<file path="src/rtl/reg_bank_reader.sv">
`timescale 1ns/1ps
// Purpose: streams bank entries 0..REG_NUM-1 from a combinational-read register bank onto a valid/ready port, optionally zeroing each entry as it is captured.
// Latency: first word valid 2 cycles after the start pulse; one word per cycle at full rate; o_done one cycle after the last word is accepted.
// Backpressure: every cycle of o_valid && !i_ready stalls capture and holds o_addr, o_data, o_index and o_last unchanged.
module reg_bank_reader #(
    parameter int DATA_BIT    = 48,
    parameter int REG_NUM     = 4,
    parameter int ADDR_NUM    = 2,
    parameter int CLR_ON_READ = 0
) (
    input  logic                clk,
    input  logic                rst,
    input  logic                i_start,
    output logic                o_busy,
    output logic [ADDR_NUM-1:0] o_addr,
    input  logic [DATA_BIT-1:0] i_rdata,
    output logic                o_we,
    output logic [DATA_BIT-1:0] o_wdata,
    output logic [DATA_BIT-1:0] o_data,
    output logic [ADDR_NUM-1:0] o_index,
    output logic                o_last,
    output logic                o_valid,
    input  logic                i_ready,
    output logic                o_done
);

    typedef enum logic [1:0] {
        S_IDLE  = 2'd0,
        S_READ  = 2'd1,
        S_DRAIN = 2'd2
    } state_t;

    localparam logic [ADDR_NUM-1:0] LAST_ADDR = ADDR_NUM'(REG_NUM - 1);

    state_t              r_state;
    state_t              w_state_nxt;
    logic [ADDR_NUM-1:0] r_cnt;
    logic [ADDR_NUM-1:0] w_cnt_nxt;
    logic                r_busy;
    logic                r_valid;
    logic                r_last;
    logic                r_done;
    logic [DATA_BIT-1:0] r_data;
    logic [ADDR_NUM-1:0] r_index;
    logic                w_slot_free;
    logic                w_accept;
    logic                w_capture;
    logic                w_start_ok;

    // The output slot can take a new word when empty or being drained this edge.
    assign w_slot_free = !r_valid || i_ready;
    assign w_accept    = r_valid && i_ready;
    // A new start is refused during the o_done cycle, while o_busy is still high.
    assign w_start_ok  = (r_state == S_IDLE) && i_start && !r_busy;

    // State and address counter registers.
    always_ff @(posedge clk or posedge rst) begin
        if (rst) begin
            r_state <= S_IDLE;
            r_cnt   <= '0;
        end else begin
            r_state <= w_state_nxt;
            r_cnt   <= w_cnt_nxt;
        end
    end

    // Next-state and counter logic; capture fires in READ whenever the slot is free.
    always_comb begin
        w_state_nxt = r_state;
        w_cnt_nxt   = r_cnt;
        w_capture   = 1'b0;
        case (r_state)
            S_IDLE: begin
                w_cnt_nxt = '0;
                if (w_start_ok) begin
                    w_state_nxt = S_READ;
                end
            end
            S_READ: begin
                if (w_slot_free) begin
                    w_capture = 1'b1;
                    if (r_cnt == LAST_ADDR) begin
                        w_state_nxt = S_DRAIN;
                    end else begin
                        w_cnt_nxt = r_cnt + ADDR_NUM'(1);
                    end
                end
            end
            S_DRAIN: begin
                if (w_accept) begin
                    w_state_nxt = S_IDLE;
                    w_cnt_nxt   = '0;
                end
            end
            default: begin
                w_state_nxt = S_IDLE;
                w_cnt_nxt   = '0;
            end
        endcase
    end

    // Output word register: load on capture, empty on a plain accept, otherwise hold.
    always_ff @(posedge clk or posedge rst) begin
        if (rst) begin
            r_valid <= 1'b0;
            r_data  <= '0;
            r_index <= '0;
            r_last  <= 1'b0;
        end else if (w_capture) begin
            r_valid <= 1'b1;
            r_data  <= i_rdata;
            r_index <= r_cnt;
            r_last  <= (r_cnt == LAST_ADDR);
        end else if (w_accept) begin
            r_valid <= 1'b0;
        end
    end

    // Busy spans from the cycle after start through the o_done cycle.
    always_ff @(posedge clk or posedge rst) begin
        if (rst) begin
            r_busy <= 1'b0;
            r_done <= 1'b0;
        end else begin
            r_done <= (r_state == S_DRAIN) && w_accept;
            if (w_start_ok) begin
                r_busy <= 1'b1;
            end else if (r_done) begin
                r_busy <= 1'b0;
            end
        end
    end

    // The bank read port is shared, so the address is always the counter value.
    assign o_addr  = r_cnt;
    assign o_we    = (CLR_ON_READ != 0) ? w_capture : 1'b0;
    assign o_wdata = '0;
    assign o_busy  = r_busy;
    assign o_data  = r_data;
    assign o_index = r_index;
    assign o_last  = r_last;
    assign o_valid = r_valid;
    assign o_done  = r_done;

endmodule

</file>
<file path="config.mk">
export PLATFORM = sky130hd
export DESIGN_NAME = reg_bank_reader
export DESIGN_NICKNAME = d
export VERILOG_FILES = /design/src/rtl/reg_bank_reader.sv
export SDC_FILE = /design/constraint.sdc
export NUM_CORES = 1
export LEC_CHECK = 0
export CELL_PAD_IN_SITES_DETAIL_PLACEMENT = 1
export CELL_PAD_IN_SITES_GLOBAL_PLACEMENT = 1
export CORE_ASPECT_RATIO = 0.8
export CORE_MARGIN = 4
export CORE_UTILIZATION = 25
export DETAILED_ROUTE_END_ITERATION = 8
export GPL_TIMING_DRIVEN = 0
export PLACE_DENSITY = 0.86
export RECOVER_POWER = 25
export SKIP_CTS_REPAIR_TIMING = 1
export SLEW_MARGIN = 20
export SYNTH_ARGS = -nofsm -noshare
export SYNTH_HDL_FRONTEND = slang
export SYNTH_SLANG_ARGS = --single-unit
</file>
<file path="constraint.sdc">
create_clock -name clk -period 2.04 [get_ports clk]
set_clock_uncertainty 0.2 [all_clocks]
set_input_delay 0.51 -clock clk [delete_from_list [all_inputs] [get_ports clk]]
set_output_delay 0.51 -clock clk [all_outputs]
set_load 0.005 [all_outputs]
</file>
==> results of run 1 <==
==> registers in the layout, summed over array words and instances, names as in the netlist <==
register	count
o_data	48
o_valid	1
o_addr	2
o_busy	1
r_state	2
o_done	1
o_index	2
o_last	1
==> routing by layer <==
layer	GRT usage, %	routed length, um	share of wire (%)
met4	4.17	125	1.8
met2	19.9	3610	51
met5	0	0	0
met1	11.6	2540	36
met3	6.54	849	12
==> cells in the final DEF, fill, tap and decap left out, drive strengths merged, types with 2 or more instances in the layout <==
cell type | synthesis | layout
nand4b | 2 | 2
dlygate4sd3 | 0 | 2
nand2 | 2 | 2
nand3 | 3 | 3
nor2b | 4 | 4
clkinv | 0 | 6
mux2 | 51 | 51
o211ai | 2 | 2
dfrtp | 58 | 58
nor2 | 3 | 3
clkdlybuf4s50 | 0 | 105
o21ai | 2 | 2
nand2b | 2 | 2
buf | 54 | 55
conb | 1 | 49
inv | 5 | 4
clkbuf | 0 | 9
==> final cells by class <==
cell class / instances / area (sq um) / area share (%)
Inverter: 5 / 22.5 / 0.513
Tap cell: 140 / 175 / 3.99
Multi-Input combinational cell: 126 / 942 / 21.4
Clock buffer: 9 / 225 / 5.13
Clock inverter: 7 / 60.1 / 1.37
Buffer: 54 / 424 / 9.66
Sequential cell: 58 / 1450 / 33.1
Timing Repair Buffer: 108 / 1090 / 24.8
==> path summary, 6_finish.rpt <==
kind                             from         end  slack, ns  cells past startpoint
max                         o_addr[1]   o_addr[1]       0.05                      1
min                            o_done      o_busy       0.25                      1
max reg2reg                r_state[1]  o_data[44]       0.30                      4
min reg2reg                    o_done      o_busy       0.25                      1
max in group asynchronous         rst  o_data[19]       0.50                      3
min in group asynchronous         rst  o_data[45]       0.57                      2
==> power by group through the flow <==
| stage | Sequential [mW] | Clock [mW] | Combinational, mW |
|---|---|---|---|
| final | 1.23 | 1.43 | 0.376 |
| after global routing | 1.23 | 1.54 | 0.410 |
| after CTS | 1.23 | 1.49 | 0.376 |
| after detailed placement | 1.25 | 0 | 0.375 |
| after global placement | 1.24 | 0 | 0.360 |
| after floorplan | 1.25 | 0 | 0.147 |
==> logic make-up after synthesis <==
| family | count (synthesis) | share of synthesized area, % |
|---|---|---|
| mux | 51 | 21.6 |
| flops | 58 | 54.6 |
| simple gates | 18 | 4.71 |
| buf+inv | 59 | 16.7 |
| other cells | 1 | 0.141 |
| fa+ha+maj | 1 | 0.471 |
| compound gates | 7 | 1.74 |
==> flow_summary.json, run 1 <==
{
  "status": "completed",
  "switchingPower_uw": 637,
  "post-route-cell-area_sq_mm": 0.00439,
  "num_rows": 33,
  "pre_cts_slack_ns": -0.281,
  "cts_tree": "built",
  "cts_made_buffers": 9,
  "gr-total-overflow": 0,
  "critical_path.endpoint_type": "output pin",
  "setup_tns_ns": 0,
  "p_total_mw": 3.03,
  "ir_worst_vdd_uv": 434,
  "crit_path_start_kind": "flop",
  "io_pins": 157,
  "avgSynthCellArea_sq_um": 13.6,
  "setup_ws_ns": 0.0486,
  "drt_iter0_markers": 67,
  "critPathRequiredTime_ns": 1.33,
  "synthTopCellsByCount": "dfrtp_1 (58), buf_4 (49), mux2_2 (48)",
  "final_cells": 507,
  "yosys_warnings": 0,
  "grt_max_degree": 32,
  "hold_viol": 0,
  "combPwrFrac_pct": 12.4,
  "setup_violations": 0,
  "worst_slew_margin_rel_pct": 55.2,
  "drive_gt1_share_pct": 33.8,
  "post-dp-hpwl_mm": 5.72,
  "whs_ns": 0.253,
  "placed_cells": 491,
  "tightest_slew_ns": 0.671,
  "cts_sinks": 58,
  "fin_crit_ns": 1.99,
  "worstPathCellList": "clkdlybuf4s50_1",
  "root_buffer": "clkbuf_16",
  "synth_cell_type_count": 23,
  "synth_top_area_share_pct": 54.6,
  "synth-async-reset-ratio_pct": 100,
  "synthTopCellsByArea": "dfrtp_1 (55%), mux2_2 (20%), buf_4 (14%)",
  "path_delay_family": "buffers and inverters",
  "yosysSeqAreaShare_pct": 54.6,
  "final.period_utilization_pct": 97.6,
  "vias": 1942,
  "clock_latency_ns": 0.32,
  "die_height_um": 100,
  "fp.dieW_um": 123,
  "maxCapViolCount": 0,
  "hp-class": "reg -> reg",
  "critPathKind": "reg -> out",
  "p_seq_share_pct": 40.5,
  "path_clk_slew_ns": 0.05,
  "wl_per_cell_um": 14.1,
  "fill_cells": 1111,
  "routed_wl_mm": 7.13,
  "via_per_inst": 3.83,
  "path_buf_inv": 1,
  "h-tree-depth": 3,
  "grt_pass1_wl_mm": 10.8,
  "power_density_mw_per_mm2": 689,
  "finalMaxSlewViolations": 0,
  "coreArea_sq_mm": 0.0103,
  "num_antenna_cells": 0,
  "p_leak_nw": 1.98,
  "die_area_sq_mm": 0.0123,
  "ant_nets": 0,
  "gr-usage-all-layers_pct": 11.5,
  "p_sw_share_pct": 21.0,
  "worstPathArrival_ns": 1.28,
  "yosysTopAreaCell": "dfrtp_1",
  "start_util_pct": 25.7,
  "antenna_found_initial": 0,
  "area_growth_pct": 65.4,
  "nNetsFinal": 415,
  "rsz0062_at_grt": "false",
  "synth.cell_area_sq_mm": 0.00266,
  "synth-main-ff-cell": "dfrtp_1",
  "cp_slowest_cell": "clkdlybuf4s50_1",
  "max_freq_mhz": 502,
  "max_stage_delay_ns": 0.54,
  "cp_max_fo": 5,
  "internal_power_mw": 2.39,
  "drc": 0,
  "port_buffers": 107,
  "gp_congestion": 0.721,
  "dpl_cell_area_sq_mm": 0.00411,
  "clockPowerShare_pct": 47.1,
  "synth_cells": 195,
  "grt_pass1_vias": 2162,
  "synth-edff-count": 0,
  "utilization_pct": 42.6,
  "ys_ff_latch": 58,
  "clk_path_buf_depth": 2,
  "yosysMostFrequentCell": "dfrtp_1",
  "first_pass_iters": 4
}
Power figures use the tool's default switching activity.
==> run 2: changes to the inputs <==
--- a/config.mk
+++ b/config.mk
@@ -9,10 +9,10 @@
 export CELL_PAD_IN_SITES_GLOBAL_PLACEMENT = 1
 export CORE_ASPECT_RATIO = 0.8
 export CORE_MARGIN = 4
-export CORE_UTILIZATION = 25
+export CORE_UTILIZATION = 28
 export DETAILED_ROUTE_END_ITERATION = 8
 export GPL_TIMING_DRIVEN = 0
-export PLACE_DENSITY = 0.86
+export PLACE_DENSITY = 0.91
 export RECOVER_POWER = 25
 export SKIP_CTS_REPAIR_TIMING = 1
 export SLEW_MARGIN = 20
==> constraint.sdc (replaced) <==
create_clock -name clk -period 1.9 [get_ports clk]
set_clock_uncertainty 0.2 [all_clocks]
set_input_delay 0.475 -clock clk [delete_from_list [all_inputs] [get_ports clk]]
set_output_delay 0.475 -clock clk [all_outputs]
set_load 0.005 [all_outputs]
==> flow_summary.json, run 2 (same netlist as run 1, synthesis figures left out) <==
{
  "whs_ns": 0.257,
  "clk_path_buf_depth": 2,
  "max_stage_delay_ns": 0.53,
  "finalMaxSlewViolations": 0,
  "clock_latency_ns": 0.32,
  "tightest_slew_ns": 0.604,
  "crit_path_start_kind": "flop",
  "status": "completed",
  "rsz0062_at_grt": "false",
  "routed_wl_mm": 7.25,
  "drt_iter0_markers": 69,
  "worstPathCellList": "clkdlybuf4s50_1",
  "p_leak_nw": 2.27,
  "path_clk_slew_ns": 0.05,
  "port_buffers": 107,
  "path_delay_family": "buffers and inverters",
  "num_rows": 31,
  "final.period_utilization_pct": 97.8,
  "cp_max_fo": 2,
  "fin_crit_ns": 1.86,
  "grt_pass1_vias": 2153,
  "io_pins": 157,
  "root_buffer": "clkbuf_16",
  "drc": 0,
  "first_pass_iters": 4,
  "post-dp-hpwl_mm": 5.61,
  "multiInputGateArea_sq_um": 942,
  "cts_sinks": 58,
  "wl_per_cell_um": 14.8,
  "power_density_mw_per_mm2": 734,
  "hp-class": "reg -> reg",
  "antenna_found_initial": 0,
  "fp.dieW_um": 117,
  "drive_gt1_share_pct": 35.3,
  "regArea_sq_mm": 0.00145,
  "maxCapViolCount": 0,
  "gr-usage-all-layers_pct": 12.5,
  "cp_slowest_cell": "clkdlybuf4s50_1",
  "largest_reg_flops": 48,
  "ir_worst_vdd_uv": 462,
  "critPathRequiredTime_ns": 1.22,
  "grt_pass1_wl_mm": 10.5,
  "path_buf_inv": 1,
  "p_total_mw": 3.32,
  "gr-total-overflow": 0,
  "nNetsFinal": 422,
  "via_per_inst": 3.99,
  "final_common_cell": "clkdlybuf4s50_1",
  "die_height_um": 95.1,
  "h-tree-depth": 3,
  "vias": 1953,
  "grt_max_degree": 33,
  "worst_slew_margin_rel_pct": 59.6,
  "num_antenna_cells": 0,
  "gp_congestion": 0.682,
  "coreArea_sq_mm": 0.00915,
  "worstPathArrival_ns": 1.18,
  "die_area_sq_mm": 0.0111,
  "ant_nets": 0,
  "critPathKind": "reg -> out",
  "start_util_pct": 29.0,
  "hold_viol": 0,
  "setup_violations": 0,
  "area_growth_pct": 70.3,
  "max_freq_mhz": 538,
  "cts_made_buffers": 9,
  "mostFrequentLayoutCells": "clkdlybuf4s50_1 (81), dfrtp_1 (56), buf_4 (55), conb_1 (49), mux2_2 (48)",
  "fill_cells": 982,
  "critical_path.endpoint_type": "output pin",
  "cts_tree": "built"
}
## run 2: cell types whose count changed in the layout (fill, tap and decap cells not counted), moves of 2 or more
cell             previous run  this run
clkinv_2                    6         3
buf_6                       5         3
buf_8                       0         2
buf_4                      49        55
clkdlybuf4s50_1           105        81
clkbuf_8                    0         2
dlymetal6s2s_1              0        25
## run 2: routing by layer
metal	global-route usage [%]	part of all wire, %	vias to the layer above
met5	0	0	-
met3	5.90	8.2	9
li1	-	-	908
met2	22.9	55	89
met1	12.5	35	947
met4	4.30	1.9	0
## run 2: report_power, final
group | internal (mW) | total, mW | switching, mW | leakage (nW)
clock | 1.08 | 1.61 | 0.530 | 0.151
combinational | 0.274 | 0.398 | 0.125 | 1.43
sequential | 1.29 | 1.32 | 0.0263 | 0.691
## run 2: through the flow
| step | cells | TNS (ns) | area, sq um | utilization, % | worst slack (ns) |
|---|---|---|---|---|---|
| after floorplan | 243 | 0 | 2840 | - | 0.272 |
| after global placement | 465 | -29.26 | 4060 | 44.3 | -0.347 |
| after detailed placement | 466 | -18.32 | 4080 | 44.5 | -0.380 |
| after CTS | 482 | -1.79 | 4380 | 47.9 | -0.113 |
| after global routing | 489 | 0 | 4520 | 49.4 | 0.000573 |
| final | 489 | 0 | 4520 | 49.4 | 0.0412 |
## run 2: worst paths after layout
kind                               to       start  cells past startpoint  slack, ns
hold reg to reg                o_busy      o_done                      1       0.26
max in group asynchronous   o_addr[0]         rst                      3       0.41
hold / removal                 o_busy      o_done                      1       0.26
setup / recovery           o_data[14]  o_data[14]                      1       0.04
setup reg to reg           o_data[36]     o_valid                      5       0.09
min in group asynchronous  o_data[20]         rst                      2       0.52
## run 2: cell type report
| class | count | share of cell area, % |
|---|---|---|
| multi-input combinational | 126 | 20.8 |
| buffer | 54 | 9.54 |
| clock inverter | 5 | 1.16 |
| inverter | 5 | 0.498 |
| clock buffer | 11 | 5.59 |
| tap | 115 | 3.18 |
| sequential | 58 | 32.1 |
| timing repair buffer | 115 | 27.1 |
